$ cat src/rtl/wb_stage_pkg.sv
// Shared writeback encodings: wb_sel values and load funct3 codes (also used by the decoder),
// plus the MEM/WB pipeline register layout.
package wb_stage_pkg;

  typedef enum logic [1:0] {
    WB_SEL_ALU  = 2'b00,
    WB_SEL_LOAD = 2'b01,
    WB_SEL_PC4  = 2'b10,
    WB_SEL_RSVD = 2'b11
  } wb_sel_e;

  localparam logic [2:0] LOAD_F3_LB  = 3'b000;
  localparam logic [2:0] LOAD_F3_LH  = 3'b001;
  localparam logic [2:0] LOAD_F3_LW  = 3'b010;
  localparam logic [2:0] LOAD_F3_LBU = 3'b100;
  localparam logic [2:0] LOAD_F3_LHU = 3'b101;

  typedef struct packed {
    logic        valid;
    logic        rd_wen;
    logic [4:0]  waddr;
    logic [1:0]  wb_sel;
    logic [2:0]  funct3;
    logic [1:0]  addr_lo;
    logic [31:0] alu_result;
    logic [31:0] pc_plus4;
    logic [31:0] load_word;
  } mem_wb_t;

endpackage

$ cat src/rtl/wb_stage_if.sv
// MEM-side inputs and rf write-port outputs of the writeback stage.
// Handshake: no backpressure; i_valid qualifies the MEM-side fields, i_stall holds and i_flush squashes.
interface wb_stage_if #(parameter int RETIRE_CNT_W = 32);
  logic                    i_valid;
  logic                    i_stall;
  logic                    i_flush;
  logic                    i_rd_wen;
  logic [4:0]              i_rd_waddr;
  logic [1:0]              i_wb_sel;
  logic [2:0]              i_funct3;
  logic [1:0]              i_addr_lo;
  logic [31:0]             i_alu_result;
  logic [31:0]             i_pc_plus4;
  logic [31:0]             i_load_word;
  logic                    o_rd_wen;
  logic [4:0]              o_rd_waddr;
  logic [31:0]             o_rd_wdata;
  logic                    o_retire;
  logic                    o_misaligned;
  logic [RETIRE_CNT_W-1:0] o_retire_cnt;

  modport master (
    output i_valid, i_stall, i_flush, i_rd_wen, i_rd_waddr, i_wb_sel, i_funct3,
           i_addr_lo, i_alu_result, i_pc_plus4, i_load_word,
    input  o_rd_wen, o_rd_waddr, o_rd_wdata, o_retire, o_misaligned, o_retire_cnt
  );

  modport slave (
    input  i_valid, i_stall, i_flush, i_rd_wen, i_rd_waddr, i_wb_sel, i_funct3,
           i_addr_lo, i_alu_result, i_pc_plus4, i_load_word,
    output o_rd_wen, o_rd_waddr, o_rd_wdata, o_retire, o_misaligned, o_retire_cnt
  );
endinterface

$ cat src/rtl/wb_stage_load_extend.sv
// Combinational load-data extraction: picks byte/half/word from the aligned memory word,
// sign- or zero-extends, and flags misaligned halfword/word accesses.
module wb_stage_load_extend (
  input  logic [2:0]  funct3,
  input  logic [1:0]  addr_lo,
  input  logic [31:0] word,
  output logic [31:0] data,
  output logic        misaligned
);
  import wb_stage_pkg::*;

  logic [7:0]  byte_v;
  logic [15:0] half_v;

  always_comb begin
    byte_v = 8'(word >> {addr_lo, 3'b000});
    half_v = 16'(word >> {addr_lo[1], 4'b0000});
    data   = '0;
    case (funct3)
      LOAD_F3_LB:  data = {{24{byte_v[7]}}, byte_v};
      LOAD_F3_LH:  data = {{16{half_v[15]}}, half_v};
      LOAD_F3_LW:  data = word;
      LOAD_F3_LBU: data = {24'd0, byte_v};
      LOAD_F3_LHU: data = {16'd0, half_v};
      default:     data = '0;
    endcase
  end

  always_comb begin
    misaligned = 1'b0;
    if ((funct3 == LOAD_F3_LH || funct3 == LOAD_F3_LHU) && addr_lo[0])
      misaligned = 1'b1;
    else if (funct3 == LOAD_F3_LW && addr_lo != 2'b00)
      misaligned = 1'b1;
  end

endmodule

$ cat src/rtl/wb_stage.sv
// MEM/WB pipeline register and writeback datapath feeding the register-file write port.
// All outputs come from registered state only, one cycle after capture.
module wb_stage #(
  parameter int RETIRE_CNT_W = 32
) (
  input logic       i_clk,
  input logic       i_rst,
  wb_stage_if.slave bus
);
  import wb_stage_pkg::*;

  mem_wb_t                 r_q;
  logic                    stall_q;
  logic [RETIRE_CNT_W-1:0] cnt_q;
  logic [31:0]             load_data;
  logic                    load_mis;
  logic                    is_load;
  logic                    misaligned;

  always_ff @(posedge i_clk) begin
    if (i_rst) begin
      r_q     <= '0;
      stall_q <= 1'b0;
      cnt_q   <= '0;
    end else begin
      stall_q <= bus.i_stall;
      if (bus.i_flush) begin
        r_q.valid  <= 1'b0;
        r_q.rd_wen <= 1'b0;
      end else if (!bus.i_stall) begin
        r_q.valid      <= bus.i_valid;
        r_q.rd_wen     <= bus.i_rd_wen;
        r_q.waddr      <= bus.i_rd_waddr;
        r_q.wb_sel     <= bus.i_wb_sel;
        r_q.funct3     <= bus.i_funct3;
        r_q.addr_lo    <= bus.i_addr_lo;
        r_q.alu_result <= bus.i_alu_result;
        r_q.pc_plus4   <= bus.i_pc_plus4;
        r_q.load_word  <= bus.i_load_word;
      end
      // Count at capture so the count already includes the instruction retiring this cycle.
      if (!bus.i_flush && !bus.i_stall && bus.i_valid)
        cnt_q <= cnt_q + RETIRE_CNT_W'(1);
    end
  end

  wb_stage_load_extend u_load_extend (
    .funct3     (r_q.funct3),
    .addr_lo    (r_q.addr_lo),
    .word       (r_q.load_word),
    .data       (load_data),
    .misaligned (load_mis)
  );

  assign is_load    = (r_q.wb_sel == WB_SEL_LOAD);
  assign misaligned = r_q.valid & is_load & load_mis;

  always_comb begin
    bus.o_rd_wdata = '0;
    case (r_q.wb_sel)
      WB_SEL_ALU:  bus.o_rd_wdata = r_q.alu_result;
      WB_SEL_LOAD: bus.o_rd_wdata = load_data;
      WB_SEL_PC4:  bus.o_rd_wdata = r_q.pc_plus4;
      default:     bus.o_rd_wdata = '0;
    endcase
  end

  assign bus.o_rd_wen     = r_q.valid & r_q.rd_wen & (r_q.waddr != 5'd0) & !misaligned;
  assign bus.o_rd_waddr   = r_q.waddr;
  assign bus.o_retire     = r_q.valid & !stall_q;
  assign bus.o_misaligned = misaligned;
  assign bus.o_retire_cnt = cnt_q;

endmodule
$ cat src/flat_wrapper.sv
// flat-port wrapper written by rule: the top's interface ports become plain ports
module wb_stage_flat import wb_stage_pkg::*;
#(
  parameter int RETIRE_CNT_W = 32
)
  (i_clk, i_rst, bus_i_valid, bus_i_stall, bus_i_flush, bus_i_rd_wen, bus_i_rd_waddr, bus_i_wb_sel, bus_i_funct3, bus_i_addr_lo, bus_i_alu_result, bus_i_pc_plus4, bus_i_load_word, bus_o_rd_wen, bus_o_rd_waddr, bus_o_rd_wdata, bus_o_retire, bus_o_misaligned, bus_o_retire_cnt);
  wb_stage_if #(.RETIRE_CNT_W(RETIRE_CNT_W)) bus_i ();
  input logic i_clk;
  input logic i_rst;
  input wire logic [$bits(bus_i.i_valid)-1:0] bus_i_valid;
  input wire logic [$bits(bus_i.i_stall)-1:0] bus_i_stall;
  input wire logic [$bits(bus_i.i_flush)-1:0] bus_i_flush;
  input wire logic [$bits(bus_i.i_rd_wen)-1:0] bus_i_rd_wen;
  input wire logic [$bits(bus_i.i_rd_waddr)-1:0] bus_i_rd_waddr;
  input wire logic [$bits(bus_i.i_wb_sel)-1:0] bus_i_wb_sel;
  input wire logic [$bits(bus_i.i_funct3)-1:0] bus_i_funct3;
  input wire logic [$bits(bus_i.i_addr_lo)-1:0] bus_i_addr_lo;
  input wire logic [$bits(bus_i.i_alu_result)-1:0] bus_i_alu_result;
  input wire logic [$bits(bus_i.i_pc_plus4)-1:0] bus_i_pc_plus4;
  input wire logic [$bits(bus_i.i_load_word)-1:0] bus_i_load_word;
  output wire logic [$bits(bus_i.o_rd_wen)-1:0] bus_o_rd_wen;
  output wire logic [$bits(bus_i.o_rd_waddr)-1:0] bus_o_rd_waddr;
  output wire logic [$bits(bus_i.o_rd_wdata)-1:0] bus_o_rd_wdata;
  output wire logic [$bits(bus_i.o_retire)-1:0] bus_o_retire;
  output wire logic [$bits(bus_i.o_misaligned)-1:0] bus_o_misaligned;
  output wire logic [$bits(bus_i.o_retire_cnt)-1:0] bus_o_retire_cnt;
  assign bus_i.i_valid = bus_i_valid;
  assign bus_i.i_stall = bus_i_stall;
  assign bus_i.i_flush = bus_i_flush;
  assign bus_i.i_rd_wen = bus_i_rd_wen;
  assign bus_i.i_rd_waddr = bus_i_rd_waddr;
  assign bus_i.i_wb_sel = bus_i_wb_sel;
  assign bus_i.i_funct3 = bus_i_funct3;
  assign bus_i.i_addr_lo = bus_i_addr_lo;
  assign bus_i.i_alu_result = bus_i_alu_result;
  assign bus_i.i_pc_plus4 = bus_i_pc_plus4;
  assign bus_i.i_load_word = bus_i_load_word;
  assign bus_o_rd_wen = bus_i.o_rd_wen;
  assign bus_o_rd_waddr = bus_i.o_rd_waddr;
  assign bus_o_rd_wdata = bus_i.o_rd_wdata;
  assign bus_o_retire = bus_i.o_retire;
  assign bus_o_misaligned = bus_i.o_misaligned;
  assign bus_o_retire_cnt = bus_i.o_retire_cnt;
  wb_stage #(.RETIRE_CNT_W(RETIRE_CNT_W)) u_core (.i_clk(i_clk), .i_rst(i_rst), .bus(bus_i));
endmodule
$ cat config.mk
export PLATFORM = sky130hd
export DESIGN_NAME = wb_stage_flat
export DESIGN_NICKNAME = d
export VERILOG_FILES = /design/src/rtl/wb_stage_pkg.sv /design/src/rtl/wb_stage_if.sv /design/src/rtl/wb_stage_load_extend.sv /design/src/rtl/wb_stage.sv /design/src/flat_wrapper.sv
export SDC_FILE = /design/constraint.sdc
export NUM_CORES = 1
export LEC_CHECK = 0
export CAP_MARGIN = 20
export CORE_AREA = 2 2 116 118
export CTS_CLUSTER_DIAMETER = 80
export DETAILED_ROUTE_END_ITERATION = 10
export DIE_AREA = 0 0 118 120
export PLACE_DENSITY = 0.86
export SYNTH_ARGS = -nofsm -noshare
export SYNTH_HDL_FRONTEND = slang
export SYNTH_SLANG_ARGS = --single-unit
$ cat constraint.sdc
create_clock -name i_clk -period 3.9 [get_ports i_clk]
set_clock_uncertainty 0.05 [all_clocks]
set_input_delay 0.39 -clock i_clk [delete_from_list [all_inputs] [get_ports i_clk]]
set_output_delay 0.39 -clock i_clk [all_outputs]
set_load 0.01 [all_outputs]
==> results.txt <==
The flow ran to the end, and the final reports show no timing, DRC or antenna violations. Timing would allow up to 0.289 GHz. The worst setup path is of the reg2out kind.

When the netlist entered floorplanning its net count stood at 965. The first global-routing pass estimated 31800 um of wire. Each instance of the synthesized netlist takes up on average 7.74 um2. The logs give 0 for the initial antenna violation count and 0.363 for the met1 layer usage reported by global route. The number of max-cap violations is 0, and the setup total negative slack is 0 ns. The post-synthesis share of cell area spent on and, or, nand and nor gates was 0.236; the antenna cell count was 0. The total routing usage reported by global routing is 0.281, and the H-tree depth is 4. The buffer cell driving the clock tree root was sky130_fd_sc_hd__clkbuf_16. Across the VDD grid, the largest voltage drop is 0.264 mV. The tools report the core occupancy in the finished layout as 0.695. Start point of the critical path: u_core.r_q[98]. The data arrival time at the worst-slack endpoint is 3.02 ns, and the part of the cycle the worst path needs is 0.886.

After global routing, the most crowded layer is met2. For this design the ratio of total power to cell area is 390 mW/mm2. The largest family of logic cells by synthesized area is simple AND/OR/NAND/NOR gates. Gates resized during post-CTS repair numbered 0. The tools report the source of the worst hold timing path as u_core.r_q[32].

Minimum period implied by the final worst setup slack: 3.46 ns. Along the worst path, the maximum fanout reaches 9. The analysis attributes to cell leakage a power of 3.03 nW. After clock tree synthesis, the setup repair step added 0 buffers. Number of global-route vias before repair: 6332. Synthesis produced 850 cells. In this run the critical register-to-register path is launched from u_core.bus.o_retire_cnt[9].

After clock tree synthesis, the clock-pin slew on the worst setup and hold paths is 0.05 ns. For the cell area reported after detailed placement, the log shows 0.00844 mm2. The most frequently used flop master after synthesis was sky130_fd_sc_hd__dfxtp_1. The number of ports placed on the die boundary was 186. For this block, the via count after detailed routing is 6703.

After detailed routing, the number of remaining DRC violations is 0. The congestion estimate from routability-driven global placement came to 0.911. Endpoint kind of the worst setup timing path: a primary output. The register area share after synthesis is 0.435, and the pin slew with the least headroom to its limit is 1.06 ns. The xor/xnor cell area share of the yosys netlist works out to 0.0106. After detailed routing, the average wire length per cell comes to 17.0 um. The run gives 0 as the final hold violation count. The placed wire-length estimate was 13700 um.

Global routing finished with a remaining overflow of 0. The die outline area is 0.0142 mm2, and the adder-cell share of the synthesized area is 0.00190. The height of the die was 120 um. TritonCTS built the clock tree. Setup repair after global routing left no endpoint under its margin.

The met3 track demand over resource in global routing is 0.0684. The total routed wirelength was 20000 um; the maximum number of buffers from clock root to sink was 2. The met2 demand-to-capacity share in global routing was 0.454; the initial cell density of the core was 0.507.

The count of buffers added on input and output ports is 185. The max-slew violation count came out at 0. The later pin in the worst-skew pair is clocked with a latency of 0.42 ns. For the floorplan core area, the log shows 0.0130 mm2. For the area of the mapped netlist, the log shows 0.00658 mm2. The netlist uses 43 different library cells.

The worst hold path class was reg2reg. CTS saw 143 sinks. The final design area excluding fillers came out at 0.00902 mm2.

After synthesis the netlist holds a flip-flop and latch count of 143. The worst slew margin relative to its limit was 0.294; the DRC marker count from the first detailed-route iteration was 685. Entering global routing, the biggest net connects 113 pins.

For the number of buffers added to fix hold violations after cts, the log shows 0. The count of nets left with antenna violations once routing finished came out at 0. The x dimension of the die is 118 um, and the share of final-layout standard cells stronger than drive strength 1 is 0.0479. The multiplexer fraction of the synthesized cell area was 0.0624; the total power draw was 3.52 mW. The number of flops mapped to enable cells by yosys is 0. Setup violations remaining at the end of the flow were counted as 0. The Yosys warning count was 0; the share of synthesized registers carrying an async set or reset was 0. The number of search-and-repair iterations in the first detailed-routing pass is 5, and the standard-cell row count is 42. The worst hold slack was 0.403 ns; the area fraction in compound gates after synthesis was 0.202. STA classifies the critical path startpoint as a flip-flop.

The number of CTS-inserted buffers is 17. Compared with the post-synthesis result, the final layout area differs by 37.1%. Using the TritonRoute via totals, the vias-per-cell ratio works out to 5.69. Data required time at the worst endpoint: 3.46 ns.

The net count of the finished layout is 1107.
-- synth_stat cells (2+ instances only) --
master,n,area (um2)
sky130_fd_sc_hd__nand2_1,234,878
sky130_fd_sc_hd__a21oi_1,150,751
sky130_fd_sc_hd__dfxtp_1,143,2860
sky130_fd_sc_hd__clkbuf_1,60,225
sky130_fd_sc_hd__mux2i_1,41,410
sky130_fd_sc_hd__o22ai_1,27,169
sky130_fd_sc_hd__nor2_1,21,78.8
sky130_fd_sc_hd__or4_1,19,143
sky130_fd_sc_hd__o31ai_1,15,113
sky130_fd_sc_hd__nand3_1,10,50.1
sky130_fd_sc_hd__o21ai_0,10,50.1
sky130_fd_sc_hd__nand4_1,9,56.3
sky130_fd_sc_hd__or3_1,9,56.3
sky130_fd_sc_hd__a221oi_1,8,70.1
sky130_fd_sc_hd__inv_1,8,30.0
sky130_fd_sc_hd__and3_1,7,43.8
sky130_fd_sc_hd__nor3_1,7,35.0
sky130_fd_sc_hd__nor4bb_1,7,70.1
sky130_fd_sc_hd__a221o_1,6,60.1
sky130_fd_sc_hd__a31oi_1,6,37.5
sky130_fd_sc_hd__buf_1,5,18.8
sky130_fd_sc_hd__buf_4,5,37.5
sky130_fd_sc_hd__nor2b_1,5,31.3
sky130_fd_sc_hd__xnor2_1,5,43.8
sky130_fd_sc_hd__a22oi_1,3,22.5
sky130_fd_sc_hd__and2_1,3,18.8
sky130_fd_sc_hd__and4_1,3,26.3
sky130_fd_sc_hd__xor2_1,3,26.3
sky130_fd_sc_hd__a211oi_1,2,15.0
sky130_fd_sc_hd__buf_2,2,10.0
sky130_fd_sc_hd__buf_6,2,22.5
sky130_fd_sc_hd__nand2b_1,2,12.5
sky130_fd_sc_hd__nor3b_1,2,15.0
sky130_fd_sc_hd__o21bai_1,2,15.0
-- power breakdown --
group          switching (mW)  total [mW]  internal, mW  leakage [nW]
Clock                   0.590        1.54         0.950         0.278
Sequential             0.0435        1.56          1.52          1.17
Combinational           0.200       0.421         0.220          1.58
-- worst paths after layout --
| check | endpoint | slack [ns] | cells after the start |
|---|---|---|---|
| min | u_core.r_q[32] | 0.40 | 2 |
| max reg2reg | u_core.bus.o_retire_cnt[27] | 1.43 | 4 |
| max | bus_o_rd_wdata[14] | 0.44 | 5 |
| min reg2reg | u_core.r_q[32] | 0.40 | 2 |
-- metal layers --
metal  vias up  part of all wire  wire, um
met2       265              0.47      9360
met4         0             0.027       542
li1       3266                 -         -
met3        42             0.071      1430
met1      3130              0.43      8710
met5         -                 0         0
-- cell type report --
| type | instances | area (um2) |
|---|---|---|
| multi-input combinational | 624 | 3380 |
| fill | 1075 | 3960 |
| clock inverter | 6 | 57.6 |
| timing repair buffer | 198 | 1970 |
| inverter | 8 | 30.0 |
| sequential | 143 | 2860 |
| clock buffer | 24 | 502 |
| tap | 176 | 220 |
-- sequential cells by signal (all words and copies together), names as in the netlist --
name	cells
u_core.bus.o_rd_waddr	5
u_core.stall_q	1
u_core.bus.o_retire_cnt	32
u_core.r_q	105
-- metrics by stage --
| step | setup WS, ns | std cells |
|---|---|---|
| after floorplan | 1.58 | 850 |
| after global placement | 1.02 | 1148 |
| after CTS | 0.498 | 1178 |
| after detailed placement | 0.945 | 1148 |
| final | 0.443 | 1179 |
| after global routing | 0.349 | 1179 |
-- cell families (layout without fill, tap and decap cells) --
kind of cell,Yosys count,after routing
AOI/OAI and AO/OA,232,232
xor gates and xnor gates,8,8
adders and majority gates,1,1
buffers and inverters,83,236
DFF,143,143
muxes,41,41
and+or+nand+nor,342,342
-- critical path, cell delays in order (launching register included) --
cell and delay, ns:
sky130_fd_sc_hd__dfxtp_1 0.31, sky130_fd_sc_hd__nand2b_1 0.30, sky130_fd_sc_hd__o32ai_1 0.97, sky130_fd_sc_hd__a221oi_1 0.25, sky130_fd_sc_hd__o22ai_1 0.21, sky130_fd_sc_hd__clkdlybuf4s50_1 0.57
-- cells in the final DEF (no fill, tap or decap), drive strengths merged, types with 2 or more instances in the layout --
cell,count
nand2,234
clkdlybuf4s50,184
a21oi,150
dfxtp,143
mux2i,41
o22ai,27
clkbuf,24
nor2,21
or4,20
o31ai,15
buf,14
o21ai,10
nand3,10
or3,9
nand4,9
inv,8
a221oi,8
nor3,7
and3,7
nor4bb,7
a31oi,6
a221o,6
nor2b,5
xnor2,5
clkinv,4
and2,3
a22oi,3
and4,3
xor2,3
nand2b,2
a211oi,2
o21bai,2
nor3b,2
or2,2
Power figures use the tool's default switching activity.
